$ cat src/rtl/uart_frame_pkg.sv
// Shared types and constants for the UART frame parser.
package uart_frame_pkg;

    localparam int unsigned BYTE_W = 8;

    localparam logic [BYTE_W-1:0] SYNC0_DEF = 8'hA5;
    localparam logic [BYTE_W-1:0] SYNC1_DEF = 8'h5A;

    typedef enum logic [2:0] {
        StHunt1,
        StHunt2,
        StLen,
        StPayload,
        StCsum,
        StDrain
    } state_e;

    // Width needed to hold a LEN value in 0..max_len.
    function automatic int unsigned len_width(input int unsigned max_len);
        return $clog2(max_len + 1);
    endfunction

endpackage

$ cat src/rtl/uart_frame_buf.sv
// Payload store: one synchronous write port, one combinational read port.
module uart_frame_buf
    import uart_frame_pkg::*;
#(
    parameter int unsigned MAX_LEN = 16,
    parameter int unsigned AW      = $clog2(MAX_LEN)
) (
    input  logic              clk,
    input  logic              i_we,
    input  logic [AW-1:0]     i_waddr,
    input  logic [BYTE_W-1:0] i_wdata,
    input  logic [AW-1:0]     i_raddr,
    output logic [BYTE_W-1:0] o_rdata
);

    logic [BYTE_W-1:0] r_mem [MAX_LEN];

    always_ff @(posedge clk) begin
        if (i_we) begin
            r_mem[i_waddr] <= i_wdata;
        end
    end

    assign o_rdata = r_mem[i_raddr];

endmodule

$ cat src/rtl/uart_frame_rx.sv
// Sync-hunting, length-prefixed, checksummed frame parser behind a UART byte receiver.
// Define FRAME_TIMEOUT_EN to abort stalled frames after TIMEOUT idle cycles.
module uart_frame_rx
    import uart_frame_pkg::*;
#(
    parameter int unsigned       MAX_LEN = 16,
    parameter logic [BYTE_W-1:0] SYNC0   = SYNC0_DEF,
    parameter logic [BYTE_W-1:0] SYNC1   = SYNC1_DEF,
    parameter int unsigned       TIMEOUT = 800,
    parameter int unsigned       LW      = len_width(MAX_LEN)
) (
    input  logic              clk,
    input  logic              reset,
    input  logic [BYTE_W-1:0] iData,
    input  logic              iValid,
    output logic [BYTE_W-1:0] oData,
    output logic              oValid,
    input  logic              iReady,
    output logic              oLast,
    output logic [LW-1:0]     oLen,
    output logic              oFrameErr,
    output logic              oOverrun,
    output logic              oBusy
);

    localparam int unsigned AW = $clog2(MAX_LEN);

    state_e            r_state, w_state_next;
    logic              r_valid_q;
    logic              r_strobe;
    logic [BYTE_W-1:0] r_byte;
    logic [LW-1:0]     r_len, w_len_next;
    logic [BYTE_W-1:0] r_sum, w_sum_next;
    logic [AW-1:0]     r_idx, w_idx_next;
    logic [AW-1:0]     r_rd, w_rd_next;
    logic              r_frame_err, w_frame_err;
    logic              r_overrun, w_overrun;
    logic              w_we;
    logic              w_timeout;
    logic              w_len_ok;
    logic              w_xfer;
    logic              w_last;
    logic [LW-1:0]     w_last_idx;
    logic [BYTE_W-1:0] w_rd_data;

    uart_frame_buf #(
        .MAX_LEN (MAX_LEN),
        .AW      (AW)
    ) u_buf (
        .clk     (clk),
        .i_we    (w_we),
        .i_waddr (r_idx),
        .i_wdata (r_byte),
        .i_raddr (r_rd),
        .o_rdata (w_rd_data)
    );

`ifdef FRAME_TIMEOUT_EN
    localparam int unsigned TW = $clog2(TIMEOUT + 1);
    logic [TW-1:0] r_idle;
    logic          w_counting;

    assign w_counting = (r_state != StHunt1) && (r_state != StDrain);
    assign w_timeout  = w_counting && !r_strobe && (r_idle == TW'(TIMEOUT));

    always_ff @(posedge clk or posedge reset) begin
        if (reset) begin
            r_idle <= '0;
        end else if (r_strobe || !w_counting) begin
            r_idle <= '0;
        end else if (r_idle != TW'(TIMEOUT)) begin
            r_idle <= r_idle + 1'b1;
        end
    end
`else
    logic w_unused_timeout;
    assign w_unused_timeout = (TIMEOUT == 0);
    assign w_timeout        = 1'b0;
`endif

    always_ff @(posedge clk or posedge reset) begin
        if (reset) begin
            r_state     <= StHunt1;
            r_valid_q   <= 1'b0;
            r_strobe    <= 1'b0;
            r_byte      <= '0;
            r_len       <= '0;
            r_sum       <= '0;
            r_idx       <= '0;
            r_rd        <= '0;
            r_frame_err <= 1'b0;
            r_overrun   <= 1'b0;
        end else begin
            r_valid_q   <= iValid;
            // One strobe per byte, however long iValid stays high.
            r_strobe    <= iValid & ~r_valid_q;
            if (iValid & ~r_valid_q) begin
                r_byte <= iData;
            end
            r_state     <= w_state_next;
            r_len       <= w_len_next;
            r_sum       <= w_sum_next;
            r_idx       <= w_idx_next;
            r_rd        <= w_rd_next;
            r_frame_err <= w_frame_err;
            r_overrun   <= w_overrun;
        end
    end

    assign w_last_idx = r_len - LW'(1);
    assign w_len_ok   = (r_byte != '0) && (r_byte <= BYTE_W'(MAX_LEN));
    assign oValid     = (r_state == StDrain);
    assign w_last     = oValid && (LW'(r_rd) == w_last_idx);
    assign w_xfer     = oValid && iReady;
    assign oData      = oValid ? w_rd_data : '0;
    assign oLast      = w_last;
    assign oLen       = r_len;
    assign oFrameErr  = r_frame_err;
    assign oOverrun   = r_overrun;
    assign oBusy      = (r_state != StHunt1);

    always_comb begin
        w_state_next = r_state;
        w_len_next   = r_len;
        w_sum_next   = r_sum;
        w_idx_next   = r_idx;
        w_rd_next    = r_rd;
        w_we         = 1'b0;
        w_frame_err  = 1'b0;
        w_overrun    = 1'b0;

        if (w_timeout) begin
            w_frame_err  = 1'b1;
            w_state_next = StHunt1;
        end else begin
            unique case (r_state)
                StHunt1: begin
                    if (r_strobe && r_byte == SYNC0) begin
                        w_state_next = StHunt2;
                    end
                end
                StHunt2: begin
                    if (r_strobe) begin
                        if (r_byte == SYNC1) begin
                            w_state_next = StLen;
                        end else if (r_byte != SYNC0) begin
                            w_state_next = StHunt1;
                        end
                    end
                end
                StLen: begin
                    if (r_strobe) begin
                        if (w_len_ok) begin
                            w_len_next   = LW'(r_byte);
                            w_sum_next   = r_byte;
                            w_idx_next   = '0;
                            w_state_next = StPayload;
                        end else begin
                            w_frame_err  = 1'b1;
                            w_state_next = StHunt1;
                        end
                    end
                end
                StPayload: begin
                    if (r_strobe) begin
                        w_we       = 1'b1;
                        w_sum_next = r_sum + r_byte;
                        if (LW'(r_idx) == w_last_idx) begin
                            w_state_next = StCsum;
                        end else begin
                            w_idx_next = r_idx + 1'b1;
                        end
                    end
                end
                StCsum: begin
                    if (r_strobe) begin
                        if (BYTE_W'(r_sum + r_byte) == '0) begin
                            w_rd_next    = '0;
                            w_state_next = StDrain;
                        end else begin
                            w_frame_err  = 1'b1;
                            w_state_next = StHunt1;
                        end
                    end
                end
                StDrain: begin
                    w_overrun = r_strobe;
                    if (w_xfer) begin
                        if (w_last) begin
                            w_state_next = StHunt1;
                        end else begin
                            w_rd_next = r_rd + 1'b1;
                        end
                    end
                end
                default: w_state_next = StHunt1;
            endcase
        end
    end

endmodule
$ cat config.mk
export PLATFORM = sky130hd
export DESIGN_NAME = uart_frame_rx
export DESIGN_NICKNAME = d
export VERILOG_FILES = /design/src/rtl/uart_frame_pkg.sv /design/src/rtl/uart_frame_buf.sv /design/src/rtl/uart_frame_rx.sv
export SDC_FILE = /design/constraint.sdc
export NUM_CORES = 1
export LEC_CHECK = 0
export BUFFER_PORTS_ARGS = -buffer_cell sky130_fd_sc_hd__buf_2
export CAP_MARGIN = 20
export CORE_MARGIN = 1.5
export CORE_UTILIZATION = 40
export DETAILED_ROUTE_END_ITERATION = 16
export MAX_ROUTING_LAYER = met4
export PLACE_DENSITY = 0.69
export REMOVE_ABC_BUFFERS = 1
export SKIP_CTS_REPAIR_TIMING = 1
export SYNTH_ARGS = -nofsm -noshare
export SYNTH_HDL_FRONTEND = slang
export SYNTH_SLANG_ARGS = --single-unit
$ cat constraint.sdc
create_clock -name clk -period 2.7 [get_ports clk]
set_input_delay 0.54 -clock clk [delete_from_list [all_inputs] [get_ports clk]]
set_output_delay 0.54 -clock clk [all_outputs]
set_load 0.02 [all_outputs]
---- Yosys cells after proc, flatten, opt, wreduce, memory -nomap -nowiden ----
Memories as Yosys holds them, arrays and structs flattened.
Cells that the tools add are included.
storage, ports and cells
  flip-flop bits (word level) ............. 36
  bits in writable memories ............... 128
  input bits .............................. 12
  word-level logic and storage cells ...... 94
  memories kept ........................... 1
operators by class
  add/subtract/negate cells ............... 4
  magnitude comparators ................... 1
  eq/ne operators ......................... 23
  muxes and demuxes ....................... 38
  bitwise operators ....................... 2
  reductions and logical operators ........ 15
memory list
  name         depth  width  read ports  clocked after memory_dff  wr ports  RTL line              RTL
  u_buf.r_mem  16     8      1           0                         1         uart_frame_buf.sv:16  logic [BYTE_W-1:0] r_mem [MAX_LEN];
operators with widths
  cell                                                             number
  2-to-1 mux 3 bit                                                 11
  2-to-1 mux 4 bit                                                 8
  2-to-1 mux 8 bit                                                 4
  != test 2 bit (second input constant)                            10
  case mux 3 bit (6 select lines)                                  1
  case mux 4 bit (2 select lines)                                  2
  case mux 8 bit (2 select lines)                                  1
  == test 4 x 5 -> 1 bit                                           2
  AND reduction 5 bit                                              2
  2-to-1 mux 1 bit                                                 9
  AND reduction 9 bit                                              1
  adder 4 x 1 -> 4 bit (second input constant)                     2
  adder 8 bit                                                      1
  == test 8 x 7 -> 1 bit (second input constant)                   1
  == test 8 bit (second input constant)                            1
  less-or-equal comparator 8 x 5 -> 1 bit (second input constant)  1
  logical NOT 8 bit                                                1
  != test 8 bit (second input constant)                            1
  nonzero test 8 bit                                               1
  == test 3 x 2 -> 1 bit (second input constant)                   2
  == test 3 bit (second input constant)                            2
  subtractor 5 x 1 -> 5 bit (second input constant)                1
  logical AND 1 bit                                                4
  != test 2 x 1 -> 1 bit (second input constant)                   2
  11 further kinds                                                 12

---- Depth between registers and ports, before layout ----
  depth after elaboration ................. 6
  mapped depth ............................ 10
  mapped depth without buffers ............ 10

---- Cells and area by module ----
Synthesis repeated with hierarchy kept, for this count alone.
unflattened totals
  cells, all modules ...................... 472
  area total of the unflattened synthesis .. 7,319.5 um^2
by module, submodules not included
  module          instances  cells an instance  area an instance (um^2)
  uart_frame_buf  1          221                4,987.3
  uart_frame_rx   1          251                2,332.2

---- Worst setup path after synthesis ----
No wires, ideal clock.
  path type ............................... reg2reg
  from .................................... register r_byte[0]
  to ...................................... register r_rd[2]
  library setup time ...................... 0.126 ns
  arrival ................................. 2.711 ns
  required time ........................... 2.574 ns
  path slack .............................. -0.137 ns
  cell stages (with the launch flop) ...... 11
  buffers on the path ..................... 0
  cell sequence ........................... dfrtp_1 > ha_1 > inv_1 > fa_1 > and2b_1 > o22ai_1 > xnor2_1 > nor4b_1 > a31o_2 > o31ai_4 > a221o_1
between the ends
  cells in the longest elaborated chain, start to end .. 4
ends and longest elaborated chain
  item                           RTL line              RTL
  start, declared                uart_frame_rx.sv:31   logic [BYTE_W-1:0] r_byte;
  start signal, assigned         uart_frame_rx.sv:98   r_byte <= iData;
  adder 8 bit                    uart_frame_rx.sv:177  if (BYTE_W'(r_sum + r_byte) == '0) begin
  logical NOT 8 bit              uart_frame_rx.sv:177
  != test 2 bit (no line)        n/a
  AND reduction 5 bit (no line)  n/a
  end signal, assigned           uart_frame_rx.sv:104  r_rd <= w_rd_next;
  end, declared                  uart_frame_rx.sv:35   logic [AW-1:0] r_rd, w_rd_next;
Every way passes these cells.
A chain may end at the register's enable or synchronous reset.

---- Worst setup path in the final report ----
  from .................................... register r_rd[0]
  to ...................................... output oData[4]
between the ends
  cells in the longest elaborated chain, start to end .. 2
ends and longest elaborated chain
  item                 RTL line              RTL
  memory (16 x 8 bit)  n/a
  2-to-1 mux 8 bit     uart_frame_rx.sv:115  assign oData = oValid ? w_rd_data : '0;
  end, declared        uart_frame_rx.sv:16   output logic [BYTE_W-1:0] oData,
Every way passes these cells.

==> out/qor.txt <==
STA
-----------------------------------------------------------------------------------------
Shortest period the worst path allows ......................................      2970 ps
Number of failing setup endpoints in the final timing report ...............            9
Maximum clock frequency ....................................................      336 MHz
Final hold violation count .................................................            0
Part of the cycle the worst path needs .....................................         1.10
Pins Over Slew Limit .......................................................            0
Post-route clock skew ......................................................      10.1 ps
Setup repair after global routing missed its margin ........................          yes
Final worst slack ..........................................................      -273 ps
Slew at the pin with the worst max-slew slack ..............................       815 ps
Rel. slew slack ............................................................        0.455

FLOORPLANNING
-----------------------------------------------------------------------------------------
Die Area ...................................................................  0.0189 mm^2
Width of the chip ..........................................................       138 um
Effective utilization at floorplan .........................................        0.406
I/O Pins ...................................................................           30
Row cnt ....................................................................           49
Die H ......................................................................       138 um
Area of the placeable core .................................................  0.0178 mm^2

WORST SETUP PATH
-----------------------------------------------------------------------------------------
Top fanout value on the critical path ......................................           15
Register-to-register setup slack ...........................................         0 ps
R2r endpoint ...............................................................      r_rd[2]
Critical path capture point type ...........................................   output pin
Critical path start-end classification .....................................   reg -> out
Data arrival, critical path ................................................      2430 ps
Number of cells traversed by the worst register-to-register path ...........           10
Crit path launch type ......................................................     register
Startpoint of the worst register-to-register path ..........................     r_sum[0]
Crit path required time ....................................................      2160 ps

ROUTE
-----------------------------------------------------------------------------------------
Via count of the routed design .............................................         4091
Top layer in use ...........................................................         met4
Via density ................................................................         5.51
Routed WL ..................................................................     15300 um
Met2 routed wirelength .....................................................      7770 um
Detailed-route DRC error count .............................................            0
TritonRoute pass-1 iters ...................................................            5
Post-DRT Antenna Nets ......................................................            0
Violation count after the first detailed-routing iteration .................          425
Average routed wire per standard cell ......................................      20.6 um
DR WL met3 .................................................................       902 um
WL met1 ....................................................................      6280 um

FINAL LAYOUT
-----------------------------------------------------------------------------------------
ANT cells ..................................................................            0
Fraction of layout cells with a size suffix above 1 ........................        0.323
Area Overhead vs Synth .....................................................        17.4%
Final net count ............................................................          528
Area of all placed cells without fillers ................................... 0.00851 mm^2

YOSYS
-----------------------------------------------------------------------------------------
Distinct cell type count of the synthesized netlist ........................           58
Cell count after synthesis .................................................          439
Share of the yosys chip area belonging to registers ........................        0.655
Post-synth EDFFs ...........................................................          128
Biggest area contributors in the synthesized netlist ....................... edfxtp_1 53%, dfrtp_1 12%, mux4_2 12%, ha_1 2.2%, mux2_2 1.9%
Post-synthesis instance area ............................................... 0.00724 mm^2
Area leader, netlist .......................................................     edfxtp_1
Cell with the most instances after synthesis ...............................     edfxtp_1
Synthesized area divided by synthesized cell count .........................    16.5 um^2
Top cell type's share of synthesized area ..................................        0.531
Leading post-synthesis cells by instance count ............................. 128 x edfxtp_1, 40 x mux4_2, 36 x dfrtp_1
Yosys warning count ........................................................            0
Number of register bits inferred by synthesis ..............................          164
Proportion of register bits with asynchronous set or reset after synthesis .        0.220
Top FF cell, synth .........................................................     edfxtp_1

CLOCKING
-----------------------------------------------------------------------------------------
Clock latency on the worst-skew pair .......................................       430 ps
Root Buffer Master .........................................................    clkbuf_16
Maximum count of clock buffers along a single path .........................            2
CTS tree ...................................................................         done
Number of clock buffers inserted by TritonCTS ..............................           17
Total number of clock tree sinks ...........................................          164
CTS clk-pin slew, worst paths ..............................................        60 ps
H-tree depth reported by CTS ...............................................            4

WORST HOLD PATH
-----------------------------------------------------------------------------------------
Worst hold path type .......................................................  in -> async

GLOBAL ROUTE
-----------------------------------------------------------------------------------------
Vias in the first global route .............................................         4185
Largest net degree at the start of global routing ..........................           37
First-pass GRT wire length .................................................     23400 um
Total grt overflow .........................................................            0
Initial antenna violation count ............................................            0
GRT Util Overall ...........................................................        0.181

POWER AND IR DROP
-----------------------------------------------------------------------------------------
LEAKAGE ....................................................................      3.10 nW
Power density over the cells ...............................................  772 mW/mm^2
Worst VDD drop .............................................................   0.000462 V

STATUS
-----------------------------------------------------------------------------------------
Violated checks ............................................................ setup timing
Status ..................................................................... finished, violations left

RUN
-----------------------------------------------------------------------------------------
Number of violations of the max-capacitance limit ..........................            0

PLACED DESIGN
-----------------------------------------------------------------------------------------
Last weighted congestion value of the routability-driven placer ............        0.943
Setup slack after placement ................................................     -74.7 ps
DP HPWL ....................................................................      9980 um
Buffers added on ports .....................................................           29
Placed standard-cell area .................................................. 0.00785 mm^2

-- metal layers --
layer	vias up	GRT usage
met3	26	0.0401
li1	1842	-
met1	2097	0.221
met4	0	0.0801
met2	126	0.290
met5	-	-
-- worst max-delay path, stage by stage, from the launching register on --
cell and delay, ps:
dfrtp_2 450, buf_12 190, mux4_2 560, mux4_2 480, and2_1 170, buf_2 150
-- worst max path at each step --
stage	from	to	slack (ps)	cells past startpoint
detailed placement	r_byte[0]	r_rd[2]	-70	10
global route	r_rd[0]	oData[6]	-330	5
finish	r_rd[0]	oData[4]	-270	5
global placement	r_byte[0]	r_rd[2]	9	10
CTS	r_rd[0]	oData[4]	-290	5
floorplan	r_rd[0]	oData[0]	-620	3
-- area by class of cell --
class                   instances  area (um^2)
inverters                      18         67.6
fillers                      1457         9340
well taps                     229          287
flip-flops and latches        164         4750
clock inverters                13          130
multi-input cells             234         2360
repair buffers                 67          480
clock buffers                  18          429
-- cell usage in the layout, fill, tap and decap left out, drive strengths merged, types with 7 or more instances in the layout --
cell,netlist,final
and2,10,10
and3,10,10
buf,10,67
clkbuf,13,18
dfrtp,36,36
edfxtp,128,128
ha,13,13
inv,18,22
mux2,12,12
mux4,40,40
nand2,22,22
nor2,25,25
nor4,7,7
o21ai,10,10
xnor2,9,9
xor2,7,7
-- sequential cells by signal, summed over array words and instances, names as in the netlist --
register,count
r_byte,8
r_idx,4
r_strobe,1
r_sum,8
oLen,5
r_state,3
oOverrun,1
r_rd,4
oFrameErr,1
u_buf.r_mem,128
r_valid_q,1
-- power by group --
group / internal (W) / switching, W / total [W]
Sequential: 0.00283 / 0.0000661 / 0.00290
Combinational: 0.000657 / 0.000693 / 0.00135
Clock: 0.00135 / 0.000962 / 0.00231
Total: 0.00484 / 0.00172 / 0.00656
-- kinds of logic (layout without fill, tap and decap cells) --
family / Yosys count / count (layout) / share of synthesized area
flip-flops: 164 / 164 / 0.655
AND/OR/NAND/NOR: 107 / 107 / 0.0786
multiplexers: 52 / 52 / 0.143
AO/OA/AOI/OAI: 43 / 43 / 0.0465
buffers and inverters: 41 / 116 / 0.0263
XOR/XNOR: 18 / 18 / 0.0256
adder cells (fa/ha/maj): 14 / 14 / 0.0252
-- through the flow --
step           hold slack, ps  TNS (ps)  cells   util  total power, W
6_report                  203     -2030    743  0.477         0.00656
5_1_grt                   224     -2770    743  0.477         0.00680
4_1_cts                   219     -2430    737  0.471         0.00659
3_5_place_dp              470     -74.7    706  0.440         0.00429
3_3_place_gp              470         0    706  0.440         0.00426
2_1_floorplan             450     -5270    416      -         0.00382
Note: power is estimated with default switching activity, not from simulation.
